<file path="config.mk">
export PLATFORM = sky130hd
export DESIGN_NAME = multi_cycle_control
export DESIGN_NICKNAME = d
export VERILOG_FILES = /design/src/rtl/mc_ctrl_pkg.sv /design/src/rtl/mc_ctrl_decode.sv /design/src/rtl/multi_cycle_control.sv
export SDC_FILE = /design/constraint.sdc
export NUM_CORES = 1
export LEC_CHECK = 0
export BUFFER_PORTS_ARGS = -buffer_cell sky130_fd_sc_hd__buf_2
export CORE_AREA = 2 2 41 43
export CTS_CLUSTER_DIAMETER = 30
export DETAILED_ROUTE_END_ITERATION = 12
export DIE_AREA = 0 0 43 45
export GPL_TIMING_DRIVEN = 0
export PLACE_DENSITY = 0.8
export SLEW_MARGIN = 20
export SYNTH_ARGS = -nofsm -noshare
export SYNTH_HDL_FRONTEND = slang
export SYNTH_SLANG_ARGS = --single-unit
</file>
<file path="constraint.sdc">
create_clock -name clk -period 1.14 [get_ports clk]
set_input_delay 0.171 -clock clk [delete_from_list [all_inputs] [get_ports clk]]
set_output_delay 0.171 -clock clk [all_outputs]
set_load 0.02 [all_outputs]
</file>
<file path="src/rtl/mc_ctrl_pkg.sv">
// Shared encodings for the multi-cycle MIPS control FSM: state codes,
// supported opcodes and the ALU / PC select encodings.
package mc_ctrl_pkg;

    typedef enum logic [3:0] {
        S_FETCH     = 4'd0,
        S_DECODE    = 4'd1,
        S_MEM_ADDR  = 4'd2,
        S_MEM_READ  = 4'd3,
        S_MEM_WB    = 4'd4,
        S_MEM_WRITE = 4'd5,
        S_EXECUTE   = 4'd6,
        S_R_WB      = 4'd7,
        S_BRANCH    = 4'd8,
        S_JUMP      = 4'd9,
        S_ADDI_EXEC = 4'd10,
        S_ADDI_WB   = 4'd11
    } state_t;

    localparam logic [5:0] OP_RTYPE = 6'b000000;
    localparam logic [5:0] OP_LW    = 6'b100011;
    localparam logic [5:0] OP_SW    = 6'b101011;
    localparam logic [5:0] OP_BEQ   = 6'b000100;
    localparam logic [5:0] OP_J     = 6'b000010;
    localparam logic [5:0] OP_ADDI  = 6'b001000;

    localparam logic [1:0] ALUOP_ADD   = 2'b00;
    localparam logic [1:0] ALUOP_SUB   = 2'b01;
    localparam logic [1:0] ALUOP_FUNCT = 2'b10;

    localparam logic [1:0] SRCB_REG     = 2'b00;
    localparam logic [1:0] SRCB_FOUR    = 2'b01;
    localparam logic [1:0] SRCB_IMM     = 2'b10;
    localparam logic [1:0] SRCB_IMM_SH2 = 2'b11;

    localparam logic [1:0] PCSRC_ALU    = 2'b00;
    localparam logic [1:0] PCSRC_ALUOUT = 2'b01;
    localparam logic [1:0] PCSRC_JUMP   = 2'b10;

    function automatic logic op_supported(input logic [5:0] op);
        return (op == OP_RTYPE) || (op == OP_LW) || (op == OP_SW) ||
               (op == OP_BEQ) || (op == OP_J) || (op == OP_ADDI);
    endfunction

endpackage

</file>
<file path="src/rtl/mc_ctrl_decode.sv">
// Control word decode: maps the current state plus Mem_Ready / Zero to the
// datapath strobes and selects. Purely combinational.
module mc_ctrl_decode
    import mc_ctrl_pkg::*;
(
    input  state_t     state,
    input  logic       mem_ready,
    input  logic       zero,
    input  logic       rst,
    output logic       pc_write,
    output logic       pc_write_cond,
    output logic       pc_en,
    output logic       iord,
    output logic       mem_read,
    output logic       mem_write,
    output logic       ir_write,
    output logic       mem_to_reg,
    output logic       reg_dst,
    output logic       reg_write,
    output logic       alu_src_a,
    output logic [1:0] alu_src_b,
    output logic [1:0] alu_op,
    output logic [1:0] pc_source
);

    // Per-state control word; strobes are masked while reset is held so an
    // interrupted memory access or write-back never fires.
    always_comb begin
        pc_write      = 1'b0;
        pc_write_cond = 1'b0;
        pc_en         = 1'b0;
        iord          = 1'b0;
        mem_read      = 1'b0;
        mem_write     = 1'b0;
        ir_write      = 1'b0;
        mem_to_reg    = 1'b0;
        reg_dst       = 1'b0;
        reg_write     = 1'b0;
        alu_src_a     = 1'b0;
        alu_src_b     = SRCB_REG;
        alu_op        = ALUOP_ADD;
        pc_source     = PCSRC_ALU;

        case (state)
            S_FETCH: begin
                mem_read  = 1'b1;
                alu_src_b = SRCB_FOUR;
                ir_write  = mem_ready;
                pc_write  = mem_ready;
            end
            S_DECODE: begin
                alu_src_b = SRCB_IMM_SH2;
            end
            S_MEM_ADDR: begin
                alu_src_a = 1'b1;
                alu_src_b = SRCB_IMM;
            end
            S_MEM_READ: begin
                mem_read = 1'b1;
                iord     = 1'b1;
            end
            S_MEM_WB: begin
                reg_write  = 1'b1;
                mem_to_reg = 1'b1;
            end
            S_MEM_WRITE: begin
                mem_write = 1'b1;
                iord      = 1'b1;
            end
            S_EXECUTE: begin
                alu_src_a = 1'b1;
                alu_op    = ALUOP_FUNCT;
            end
            S_R_WB: begin
                reg_write = 1'b1;
                reg_dst   = 1'b1;
            end
            S_BRANCH: begin
                alu_src_a     = 1'b1;
                alu_op        = ALUOP_SUB;
                pc_write_cond = 1'b1;
                pc_source     = PCSRC_ALUOUT;
            end
            S_JUMP: begin
                pc_write  = 1'b1;
                pc_source = PCSRC_JUMP;
            end
            S_ADDI_EXEC: begin
                alu_src_a = 1'b1;
                alu_src_b = SRCB_IMM;
            end
            S_ADDI_WB: begin
                reg_write = 1'b1;
            end
            default: ;
        endcase

        if (rst) begin
            pc_write  = 1'b0;
            ir_write  = 1'b0;
            mem_read  = 1'b0;
            mem_write = 1'b0;
            reg_write = 1'b0;
        end

        pc_en = pc_write | (pc_write_cond & zero & ~rst);
    end

endmodule

</file>
<file path="src/rtl/multi_cycle_control.sv">
// Main control FSM for the multi-cycle MIPS datapath.
//
// state       | meaning
// ------------+-----------------------------------------------
// FETCH       | read instruction at PC, PC += 4 when memory ready
// DECODE      | register read, branch target into ALUOut
// MEM_ADDR    | effective address for LW/SW
// MEM_READ    | data read, waits for Mem_Ready
// MEM_WB      | load result into rt
// MEM_WRITE   | data write, waits for Mem_Ready
// EXECUTE     | R-type ALU operation
// R_WB        | R-type result into rd
// BRANCH      | compare, PC <= ALUOut when Zero
// JUMP        | PC <= jump target
// ADDI_EXEC   | A + sign-extended immediate
// ADDI_WB     | ADDI result into rt
module multi_cycle_control
    import mc_ctrl_pkg::*;
(
    input  logic       clk,
    input  logic       rst,
    input  logic [5:0] Opcode,
    input  logic       Zero,
    input  logic       Mem_Ready,
    output logic       Pc_Write,
    output logic       Pc_Write_Cond,
    output logic       Pc_En,
    output logic       IorD,
    output logic       Mem_Read,
    output logic       Mem_Write,
    output logic       Ir_Write,
    output logic       Mem_To_Reg,
    output logic       Reg_Dst,
    output logic       Reg_Write,
    output logic       Alu_Src_A,
    output logic [1:0] Alu_Src_B,
    output logic [1:0] Alu_OP,
    output logic [1:0] Pc_Source,
    output logic       Illegal_Op
);

    state_t state_q;
    state_t state_d;

    // State register with synchronous reset back to FETCH.
    always_ff @(posedge clk) begin
        if (rst) begin
            state_q <= S_FETCH;
        end else begin
            state_q <= state_d;
        end
    end

    // Next-state sequencing; memory states hold until Mem_Ready.
    always_comb begin
        state_d = S_FETCH;
        case (state_q)
            S_FETCH:     state_d = Mem_Ready ? S_DECODE : S_FETCH;
            S_DECODE: begin
                case (Opcode)
                    OP_LW, OP_SW: state_d = S_MEM_ADDR;
                    OP_RTYPE:     state_d = S_EXECUTE;
                    OP_BEQ:       state_d = S_BRANCH;
                    OP_J:         state_d = S_JUMP;
                    OP_ADDI:      state_d = S_ADDI_EXEC;
                    default:      state_d = S_FETCH;
                endcase
            end
            S_MEM_ADDR: begin
                if (Opcode == OP_LW) begin
                    state_d = S_MEM_READ;
                end else if (Opcode == OP_SW) begin
                    state_d = S_MEM_WRITE;
                end else begin
                    state_d = S_FETCH;
                end
            end
            S_MEM_READ:  state_d = Mem_Ready ? S_MEM_WB : S_MEM_READ;
            S_MEM_WB:    state_d = S_FETCH;
            S_MEM_WRITE: state_d = Mem_Ready ? S_FETCH : S_MEM_WRITE;
            S_EXECUTE:   state_d = S_R_WB;
            S_R_WB:      state_d = S_FETCH;
            S_BRANCH:    state_d = S_FETCH;
            S_JUMP:      state_d = S_FETCH;
            S_ADDI_EXEC: state_d = S_ADDI_WB;
            S_ADDI_WB:   state_d = S_FETCH;
            default:     state_d = S_FETCH;
        endcase
    end

    // Unsupported opcode flag, only meaningful while decoding.
    always_comb begin
        Illegal_Op = (state_q == S_DECODE) && !op_supported(Opcode) && !rst;
    end

    mc_ctrl_decode u_decode (
        .state         (state_q),
        .mem_ready     (Mem_Ready),
        .zero          (Zero),
        .rst           (rst),
        .pc_write      (Pc_Write),
        .pc_write_cond (Pc_Write_Cond),
        .pc_en         (Pc_En),
        .iord          (IorD),
        .mem_read      (Mem_Read),
        .mem_write     (Mem_Write),
        .ir_write      (Ir_Write),
        .mem_to_reg    (Mem_To_Reg),
        .reg_dst       (Reg_Dst),
        .reg_write     (Reg_Write),
        .alu_src_a     (Alu_Src_A),
        .alu_src_b     (Alu_Src_B),
        .alu_op        (Alu_OP),
        .pc_source     (Pc_Source)
    );

endmodule

</file>
==> results.md, run 1 <==
- Before CTS, the worst setup slack after placement is -328 ps.
- After detailed routing, the number of remaining DRC violations is 0.
- The completed layout was analyzed and its total power is 0.000622 W.
- The share of the Yosys chip area taken by registers is 0.146.
- Of all cell types, the one taking the most synthesized area is dfxtp_1.
- The biggest cell delay along the critical path is 320 ps.
- The number of top-level design ports is 28.
- Setup repair after global routing could not meet its margin everywhere.
- In the final layout, the registers with the most flip-flops are state_q x4.
- The clock tree from TritonCTS is built.
- The largest fanout of any net on the critical path is 5.
- The die span in y is 45 um.
- For this run, the number of Yosys warnings is 0.
- On the critical path, the stage with the largest delay is an instance of dfxtp_2.
- In this run the tightest slew margin relative to its limit is 0.695.
- After detailed routing, the number of vias per cell comes to 6.27.
- The number of flip-flops under the largest register name is 4.
- The flow ran to the end, but the final reports show violations.
- The final worst clock skew is 5.45 ps.
- The area added between synthesis and finish is 147%.
- The number of antenna violations at the first check in global routing is 0.
- The largest buffer count on any clock path is 2.
- The instance area at placement is 820 um^2.
- The register with the most flip-flops is state_q.
- For this run, the top clock speed supported by timing is 0.622 GHz.
- The final-layout fill cell count is 56.
- The wire length per cell is 22.1 um.
- For the worst setup path, the data arrival time is 1440 ps.
- The ratio of final minimum period to clock period is 1.41.
- In this run the worst hold path is classified as input pin to flop.
- The met2 demand-to-capacity share in global routing is 0.509.
- Walking the worst path, the cells encountered are buf_6 -> buf_4 -> a21oi_2 -> nor4_4 -> a31o_1 -> buf_6.
- The die area is 1940 um^2.
- The final max-slew violation count is 0.
- The total CTS buffers is 3.
- The least setup slack across all paths after layout is -467 ps.
- Setup violations remaining at the end of the flow were counted as 22.
- The clock latency on the worst-skew pair is 250 ps.
- The count of mapped cells out of synthesis is 83.
- The via count of the first global-routing pass was 891.
- The total via count after detailed routing is 966.
- Entering global routing, the biggest net connects 11 pins.
- The kind of launch point of the worst setup path is a flop.
- For this run, the total global-route usage over all layers was measured as 0.264.
- The endpoint kind of the worst setup timing path is an output pin.
- The pre-antenna-repair detailed-routing pass consisted of 4 iterations.
- The global-route met1 utilization is 0.284.
- The first global-routing pass estimated 3850 um of wire.
- The static leakage power is 0.528 nW.
- The number of nets in the final layout is 150.
- The cell area that synthesis handed to floorplanning was 547 um^2.
- The clock transition at the registers of the reported paths is 50 ps.
- The area share of the largest cell type after synthesis is 0.146.
- The total wire length is 3400 um.
- STA puts the critical path data required time at 970 ps.
- The setup TNS is -6610 ps.
- CTS placed an instance of clkbuf_4 at the clock tree root.
- The number of antenna diodes in the final layout is 0.
- The finished layout cell area is 1350 um^2.
- The global-route layer with the greatest usage is met2.
- The library cell used most frequently in the layout, excluding fill and tap cells, is buf_6.
- The total congestion overflow is 0.
- The kind of cell with the highest combined delay along the critical path is compound AO/OA/AOI/OAI gates.
- The post-detailed-route count of antenna-violating nets is 0.
- The met3 track utilization from global routing is 0.0280.
- The tree built by TritonCTS fans out to 4 sinks.
- The type of the setup path with the least slack is flop to output pin.
- The transition at the pin with the smallest max-transition slack is 453 ps.
- The fraction of layout cells with a size suffix above 1 is 0.775.
- The final reports fail on setup timing.
- The congestion estimate from routability-driven global placement came to 0.812.
- The HPWL after detailed placement is 1350 um.
- The number of endpoints with negative hold slack in the final report is 0.
- The mean instance size in the synthesized netlist is 6.59 um^2.
- The count of buffering cells on the critical path with inverters included is 3.
- During placement, the flow inserted port buffers numbering 27.
- The synthesized design contains 4 register bits.
- Across the run, the number of max-cap violations was 0.
- The worst path in the final design needs a cycle of 1610 ps, including I/O delays and setup.
- The largest vdd supply drop is 650 uV.
- By area the synthesized netlist is led by dfxtp_1, nor3_1, nor2_1.
- Among the stages of the critical path, the cell type that occurs most often is buf_6.
- In the layout the commonest cells are buf_6, buf_4, buf_2.
- The number of nets handed over by synthesis was 93.
- CTS built an H-tree with a depth of 1.
- The die width is 43 um.
- The starting density of the core is 0.372.
- The post-synthesis cell type count is 32.
- Power spread over the standard cell area amounts to 461 nW/um^2.
- The area of the core region is 1470 um^2.
- The detailed router finished its first iteration with 44 violations.
- The number of placement rows is 14.
==> stage by stage <==
stage | hold slack [ps] | instances | utilization
floorplan | 325 | 83 | -
global placement | 486 | 126 | 0.557
detailed placement | 496 | 126 | 0.557
CTS | 256 | 147 | 0.788
global route | 246 | 154 | 0.917
finish | 240 | 154 | 0.917
==> layout make-up <==
cell class / instances / area (um^2) / share of cell area
buffer: 6 / 76.3 / 0.0566
clock buffer: 3 / 22.5 / 0.0167
inverter: 2 / 7.51 / 0.00557
multi-input combinational: 70 / 677 / 0.502
sequential: 4 / 92.6 / 0.0686
tap: 16 / 20.0 / 0.0148
timing repair buffer: 53 / 453 / 0.336
==> synthesized netlist by cell type, drive strengths merged <==
library cell,count
and3,3
o21ai,5
nor3b,2
nand4,1
nand2b,5
or2,1
xnor2,1
nor2b,3
inv,2
a21oi,7
nand3,2
nor4,4
a32o,1
a32oi,1
and2b,1
buf,7
a311oi,1
a31o,1
a211oi,1
xor2,1
nor2,10
a31oi,3
dfxtp,4
a311o,1
nor3,9
nand2,5
nand3b,1
==> where the power goes <==
part	total [W]	switching, W	internal (W)	leakage, nW
Clock	0.000200	0.0000803	0.000119	0.0138
Sequential	0.000141	0.00000370	0.000137	0.0352
Combinational	0.000282	0.000147	0.000135	0.479
Total	0.000622	0.000230	0.000391	0.528
==> path summary, 6_finish.rpt <==
kind	startpoint	endpoint	slack, ps	depth (start not counted)
worst max-delay path	state_q[0]	Pc_En	-470	6
worst min-delay path	Opcode[3]	state_q[2]	240	3
worst max register to register	state_q[2]	state_q[1]	-340	5
worst min register to register	state_q[3]	state_q[3]	830	2
==> worst register-to-register path: stages (launching register included) <==
cell and delay (ps):
dfxtp_4 380, buf_6 140, nor4_4 310, nor2b_4 240, o21ai_0 130, a31oi_1 190
==> cell families (layout without fill, tap and decap cells) <==
kind of cell,Yosys count,count (layout),synth area share
and+or+nand+nor,47,47,0.497
DFF,4,4,0.146
buffers and inverters,9,64,0.0824
AOI/OAI and AO/OA,21,21,0.243
xor gates and xnor gates,2,2,0.0320
==> routing by layer <==
layer,wire length [um],share of wire
met5,0,0
met4,135,0.040
met3,277,0.081
met2,1760,0.52
met1,1230,0.36
==> repair_timing <==
item                       CTS  global route
gates resized for setup     53            34
pin swaps                   13            19
setup buffers               17             9
gates cloned                 1             0
setup endpoints to repair   22            22
hold buffers                 0             0
(Power assumes the default switching activity.)
==> inputs of run 2 (changes only) <==
--- a/config.mk
+++ b/config.mk
@@ -11,7 +11,7 @@
 export DETAILED_ROUTE_END_ITERATION = 12
 export DIE_AREA = 0 0 43 45
 export GPL_TIMING_DRIVEN = 0
-export PLACE_DENSITY = 0.8
+export PLACE_DENSITY_LB_ADDON = 0.25
 export SLEW_MARGIN = 20
 export SYNTH_ARGS = -nofsm -noshare
 export SYNTH_HDL_FRONTEND = slang
==> run 2 against run 1 <==
The run still ends with setup timing left. Hold slack improved by 17 ps. Core utilization decreased by 1.6 points. Maximum frequency decreased by 0.25%. Sequential share of layout area increased by 0.12 points. Sequential power increased by 4%. Register-to-register slack got worse by 40 ps. Critical path depth increased by 1. Critical endpoint is now Reg_Write. Largest cell class unchanged. Largest power group unchanged.
==> results.md, run 2 (synthesis gave the netlist of run 1 again) <==
- Setup slack on the worst reg-to-reg path comes out at -380 ps.
- Broken down by cell family, the worst path's largest delay share belongs to buffers and inverters.
- The endpoint kind of the worst setup timing path is an output pin.
- The post-detailed-route count of antenna-violating nets is 0.
- In the layout the commonest cells are buf_4, buf_6, buf_2.
- The final critical delay including setup and external delays is 1610 ps.
- TritonCTS built the clock tree.
- For the worst flop-to-flop path, the logic depth is 7.
- The least setup slack across all paths after layout is -471 ps.
- The instance area at placement is 820 um^2.
- The multi-input combinational cells in the finished layout cover a total of 646 um^2.
- The finished layout cell area is 1330 um^2.
- The kind of launch point of the worst setup path is a flop.
- Summed over all layers, the routed wires come to 3060 um.
- Buffers placed on the I/O ports in this run total 27.
- The final reports fail on setup timing.
- The starting density of the core is 0.372.
- The total of hold buffers inserted after clock tree synthesis is 0.
- The relative max-transition margin is 0.685.
- In this run the critical register-to-register path is captured at state_q[1].
- The number of flip-flops under the largest register name is 4.
- In this run the worst hold path is classified as input pin to flop.
- The tree built by TritonCTS fans out to 4 sinks.
- The first detailed-routing pass ran for 4 iterations.
- The floorplan step defined a die boundary enclosing 1940 um^2.
- The most numerous cell type found on the critical path is buf_6.
- The ratio of final minimum period to clock period is 1.41.
- The worst hold path terminates at state_q[2].
- The region available for standard cell placement spans 1470 um^2.
- Counting the fill cells in the layout gives 63.
- Using the TritonRoute via totals, the vias-per-cell ratio works out to 6.27.
- The worst setup timing slack at the placement stage is -382 ps.
- The largest fanout of any net on the critical path is 6.
- The number of nets in the final layout is 146.
- 0 antenna diodes ended up in the layout.
- At the pin with the least slew margin, the transition time is 469 ps.
- The final max-slew violation count was 0.
- The startpoint of the tightest hold check path is Opcode[3].
- The fraction of layout cells with a size suffix above 1 is 0.746.
- The total via count after detailed routing is 941.
- Setup repair after global routing could not meet its margin everywhere.
- The largest single stage delay on the critical path is 310 ps.
- Detailed placement finished with a half-perimeter wire length of 1310 um.
- Dividing the detail-routed wire length by the instance count gives 20.4 um.
- The signal on the critical path passes through buf_6 -> buf_12 -> nand2b_4 -> nand2_2 -> a31oi_2 -> nor2_2 -> buf_6.
- The total met3 wirelength after detailed routing is 186 um.
- The longest clock path from root to sink contains 2 buffers.
- The most common cell after layout, fill and taps aside is buf_4.
- For the final database, setup skew stands at 8.87 ps.
- Entering global routing, the biggest net connects 11 pins.
- The number of placement rows is 14.
- Dividing total power by cell area gives a power density of 443 nW/um^2.
- The combined global-route utilization of all metal layers is 0.264.
- The total overflow left after global routing is 0.
- The arrival time of the worst setup path is 1440 ps.
- Routability-driven placement finished with a final weighted congestion of 0.816.
- The clock transition at the registers of the reported paths is 30 ps.
- In this run the clock root is driven by a clkbuf_4.
- The count of cells along the worst hold path is 3.
- The final cell count without fillers is 150.
- The number of endpoints with negative hold slack in the final report is 0.
- Derived from the worst setup path, the maximum achievable clock frequency is 0.621 GHz.
- The detailed router put a total of 1260 um of wire on met1.
- The final standard cell utilization of the core is 0.901.
- The routed length on met2 is 1550 um.
- In the final layout, the registers with the most flip-flops are state_q x4.
- The total DRC errors in the routed layout is 0.
- The via count of the first global-routing pass came to 766.
- The final setup violation count is 22.
- The run finished, with violations left.
- In this run the critical register-to-register path is launched from state_q[0].
- For the worst-skew pair, the clock arrives at the later sink with an insertion delay of 240 ps.
- The critical path in this run is classified as flop to output pin.
- Clock tree synthesis inserted a total of 3 buffers.
- Data on the critical path is required at its endpoint by 970 ps.
- The first-pass GRT wire length is 3790 um.
- IR analysis of the VDD net gives a maximum drop of 881 uV.
- The number of antenna violations at the first check in global routing is 0.
- The detailed router finished its first iteration with 51 violations.
- The area of all sequential standard cells is 92.6 um^2.
- The die width is 43 um.
- Summed over all cells, the static leakage comes to 0.529 nW.
- Summing internal, switching and leakage power gives 0.000587 W.
- Together, buffers and inverters on the worst path number 3.
- The number of placed instances, taps included, is 126.
- The area added between synthesis and finish is 142%.
- CTS built an H-tree with a depth of 1.
- Among all stages on the critical path, the largest delay is contributed by dfxtp_2.
- For this design the top-level I/O count stands at 28.
- The top layer reached by signal wires is met4.
- Measured along the y axis, the die boundary spans 45 um.
- The register with the most flip-flops is state_q.
- The number of max-capacitance violations reported is 0.
## run 2: changes by cell type in the layout (fill, tap and decap cells not counted), moves of 2 or more
cell and change:
buf_6 -6, nor2_4 -3, buf_12 +2, nor2_1 +2
## run 2: how the worst max path moves through the flow
stage                          start          to  slack [ps]  depth (start not counted)
after floorplan           state_q[0]       Pc_En        -290                          5
after global placement    state_q[2]  Illegal_Op        -390                          6
after detailed placement  state_q[2]  Illegal_Op        -380                          6
after CTS                 state_q[2]       Pc_En        -400                          5
after global routing      state_q[2]   Reg_Write        -510                          7
final                     state_q[2]   Reg_Write        -470                          7
## run 2: through the flow
| step | setup TNS (ps) | hold slack [ps] |
|---|---|---|
| final | -6360 | 257 |
| after global routing | -7290 | 267 |
| after CTS | -4870 | 257 |
| after floorplan | -894 | 325 |
| after global placement | -2190 | 488 |
| after detailed placement | -2390 | 500 |
## run 2: repair_timing
item | in CTS | in global routing
cloned | 1 | 0
resized for setup | 54 | 25
setup buffers | 8 | 13
endpoints found under the setup margin | 22 | 22
pin swaps | 15 | 7
## run 2: cell type report
type	instances	share of cell area
Multi-Input combinational cell	70	0.487
Timing Repair Buffer	49	0.338
Sequential cell	4	0.0699
Buffer	6	0.0670
Clock buffer	3	0.0170
Tap cell	16	0.0151
Inverter	2	0.00567
## run 2: power breakdown
part | switching, W | total, W | internal (W)
clock network | 0.0000643 | 0.000182 | 0.000118
registers | 0.00000790 | 0.000146 | 0.000138
logic | 0.000130 | 0.000258 | 0.000128
## run 2: worst register-to-register path, stage by stage (launching register included)
cell and delay [ps]:
dfxtp_4 400, buf_6 120, buf_6 100, nand2_2 60, buf_4 130, nor4_1 300
a21oi_1 140, a31oi_1 200
## run 2: per-layer routing
layer  GRT usage  vias to the layer above
met2       0.455                       59
met3      0.0520                       10
met5           0                        -
met1       0.351                      462
met4      0.0424                        0
li1            -                      410
==> inputs of run 3 (changes only) <==
--- a/config.mk
+++ b/config.mk
@@ -5,6 +5,7 @@
 export SDC_FILE = /design/constraint.sdc
 export NUM_CORES = 1
 export LEC_CHECK = 0
+export ABC_AREA = 1
 export BUFFER_PORTS_ARGS = -buffer_cell sky130_fd_sc_hd__buf_2
 export CORE_AREA = 2 2 41 43
 export CTS_CLUSTER_DIAMETER = 30
==> run 3 against run 2 <==
The run still ends with setup timing left. Final cell count increased by 16%. Via count decreased by 8.4%. Critical path depth decreased by 2. Critical path type unchanged. Largest power group unchanged. Non-clock buffer count decreased by 10.
==> results.md, run 3 <==
- The internal portion of total power is 0.000323 W.
- The tree built by TritonCTS fans out to 4 sinks.
- The placed wire-length estimate is 1270 um.
- In this run the horizontal extent of the chip is 43 um.
- In this design, the stage delay of the slowest critical-path cell is 360 ps.
- The layout has 112 filler cells.
- The area added between synthesis and finish is 101%.
- The post-synthesis cell type count is 16.
- On the critical path, the stage with the largest delay is an instance of dfxtp_4.
- The synthesized area is 536 um^2.
- The register-to-register setup slack is -280 ps.
- In the layout the commonest cells are nor2_1, buf_4, nand2_1.
- The count of cells in the finished layout, fillers not included, comes to 174.
- The arrival time of the worst setup path is 1320 ps.
- For this design the top-level I/O count stands at 28.
- The die span in y is 45 um.
- The largest registers in the layout are state_q x4.
- Setup repair after global routing could not meet its margin everywhere.
- After routing the design area is 1080 um^2.
- At the pin with the least slew margin, the transition time is 620 ps.
- The instance area at placement is 741 um^2.
- Ranked by instance count, the synthesized netlist is headed by nor2_1, nand2_1, inv_1, nand3_1, a21oi_1.
- The clock transition at the registers of the reported paths is 40 ps.
- The least setup slack across all paths after layout is -351 ps.
- The number of buffers and inverters on the critical path is 2.
- Of the total power, the share spent switching nets is 0.327.
- The detailed router finished its first iteration with 26 violations.
- The final worst clock skew is 2.22 ps.
- In this run the power spent charging and discharging nets is 0.000157 W.
- The routed layout has 862 vias.
- The total power divided by cell area is 447 nW/um^2.
- CTS placed an instance of clkbuf_4 at the clock tree root.
- The signal on the critical path passes through nand2_1 -> inv_1 -> a21oi_2 -> nor2_4 -> buf_6.
- The relative contribution of combinational cells to total power is 0.361.
- The via count of the first global-routing pass is 812.
- STA classifies the critical path endpoint as an output pin.
- The count of inserted antenna diode cells is 0.
- The total wire length is 2170 um.
- The sequential share of power is 0.294.
- The mean instance size in the synthesized netlist is 4.78 um^2.
- During placement, the flow inserted port buffers numbering 27.
- After synthesis, the share of flip-flops with an asynchronous set or reset is 0.
- The net count after synthesis is 122.
- For this run, the total global-route usage over all layers was measured as 0.215.
- The worst setup path is launched from a flop.
- nor2_1 takes more of the synthesized area than any other cell.
- The largest buffer count on any clock path is 2.
- Counting every instance in the synthesized netlist gives 112.
- The number of endpoints with negative hold slack in the final report is 0.
- In the post-synthesis netlist, the biggest area contributors are nor2_1, nand2_1, inv_1.
- Yosys printed 0 warnings.
- The ratio of final minimum period to clock period is 1.31.
- TritonCTS built the clock tree.
- After detailed routing, the number of vias per cell comes to 4.95.
- Clock latency on the worst-skew pair, taken at its later pin, is 230 ps.
- The first global-routing pass estimated 3160 um of wire.
- Timing would allow up to 0.671 GHz.
- After global routing the overflow that remains totals 0.
- The most numerous cell in the Yosys netlist is nor2_1.
- The largest fanout of any net on the critical path is 5.
- For this run, design rule violations remaining after detail routing come to 0.
- The checks that failed: setup timing.
- The register with the most flip-flops in the layout has 4 of them.
- Synthesis inferred 4 register bits.
- The clock share of power is 0.345.
- The post-detailed-route count of antenna-violating nets is 0.
- For this configuration, the core starts out at a cell density of 0.364.
- The cell count after placement is 155.
- The number of antenna violations at the first check in global routing was 0.
- The final max-slew violation count is 0.
- The worst path in the final design needs a cycle of 1490 ps, including I/O delays and setup.
- Entering global routing, the biggest net connects 11 pins.
- The most instantiated flip-flop cell in the synthesis netlist is dfxtp_1.
- The path class of the tightest hold or removal check is input pin to flop.
- The required time at the endpoint of the critical path is 970 ps.
- The number of synthesized flops with an enable pin is 0.
- Across the VDD grid, the largest voltage drop is 443 uV.
- Of the post-synthesis cell area, the dominant cell type holds 0.210.
- state_q holds more flip-flops than any other register.
- In the final design database the tool counted 170 nets.
- The first-pass iteration count of the detailed router is 4.
- In this run the core area contains 14 standard-cell rows.
- After floorplanning, the core was sized to cover 1470 um^2.
- The final setup violation count is 22.
- In this run the tightest slew margin relative to its limit is 0.587.
- The number of max-capacitance violations reported is 0.
- The flow ran to the end, but the final reports show violations.
- The static leakage power is 0.602 nW.
- The power after layout is 0.000480 W.
- The number of H-tree levels is 1.
- Prior to clock tree synthesis, the placed netlist has a worst setup slack of -157 ps.
- The floorplan step defined a die boundary enclosing 1940 um^2.
- The wire length per cell is 12.5 um.
- For this run, the register share of the synthesized area comes to 0.150.
- The fraction of layout cells with a size suffix above 1 is 0.544.
- The type of the setup path with the least slack is flop to output pin.
- The last weighted congestion value of the routability-driven placer is 0.851.
- Grouping stages by cell kind, the critical path spends the most delay in flip-flops.
- The total CTS buffers is 3.
- The worst hold slack is 396 ps.
[run 3: cell count changes in the layout (fill, tap and decap cells not counted), sizes merged, moves of 3 or more]
cell and change:
and3 -3, buf -10, inv +21, nand2 +25, nand2b -5, nand3 +10, nor2 +22, nor2b -3
nor3 -9, nor4 -4, o21ai -4
[run 3: kinds of logic after synthesis]
kind of cell	count (synthesis)	synth area share
AO/OA/AOI/OAI	8	0.0818
buffers and inverters	25	0.182
flip-flops	4	0.150
AND/OR/NAND/NOR	75	0.586
[run 3: final cells by class]
cell class / instances / area, um^2 / share of cell area
plain buffers: 2 / 11.3 / 0.0105
clock buffers: 3 / 22.5 / 0.0209
inverters: 23 / 96.3 / 0.0895
multi-input cells: 83 / 488 / 0.453
flip-flops and latches: 4 / 95.1 / 0.0884
well taps: 16 / 20.0 / 0.0186
repair buffers: 43 / 343 / 0.319
[run 3: power by group through the flow]
| stage | Clock, W | Combinational, W | Sequential (W) |
|---|---|---|---|
| floorplan | 0 | 0.0000842 | 0.000148 |
| global placement | 0 | 0.000130 | 0.000148 |
| detailed placement | 0 | 0.000133 | 0.000149 |
| CTS | 0.000175 | 0.000158 | 0.000141 |
| global route | 0.000183 | 0.000188 | 0.000141 |
| finish | 0.000166 | 0.000173 | 0.000141 |
[run 3: path summary, 6_finish.rpt]
check,from,end,depth (start not counted)
worst min register to register,state_q[3],state_q[3],4
worst max register to register,state_q[3],state_q[2],11
worst min-delay path,Opcode[4],state_q[2],6
worst max-delay path,state_q[1],Reg_Write,5
[run 3: worst register-to-register path, stage by stage, from the launching register on]
cell	delay [ps]
dfxtp_4	360
inv_4	80
nand2_8	80
inv_2	60
nand2_2	60
buf_4	130
buf_4	120
buf_4	120
buf_4	120
nand3_1	80
nor2_1	50
nor2_1	70
[run 3: through the flow]
stage / TNS [ps] / utilization
2_1_floorplan: -92.4 / -
4_1_cts: -3500 / 0.673
3_3_place_gp: -560 / 0.503
5_1_grt: -5750 / 0.731
6_report: -4350 / 0.731
3_5_place_dp: -771 / 0.503
[run 3: metal layers]
| layer | vias up | wire length (um) | GRT usage |
|---|---|---|---|
| met5 | - | 0 | 0 |
| met4 | 0 | 34 | 0.109 |
| met3 | 4 | 97 | 0.0200 |
| met2 | 31 | 1180 | 0.427 |
| met1 | 393 | 853 | 0.223 |
| li1 | 434 | - | - |
[run 3: timing repair]
action | CTS | global route
gates resized for setup | 52 | 17
gates cloned | 0 | 0
endpoints found under the setup margin | 21 | 22
setup buffers | 12 | 5
pin swaps | 15 | 10
hold buffers | 0 | 0
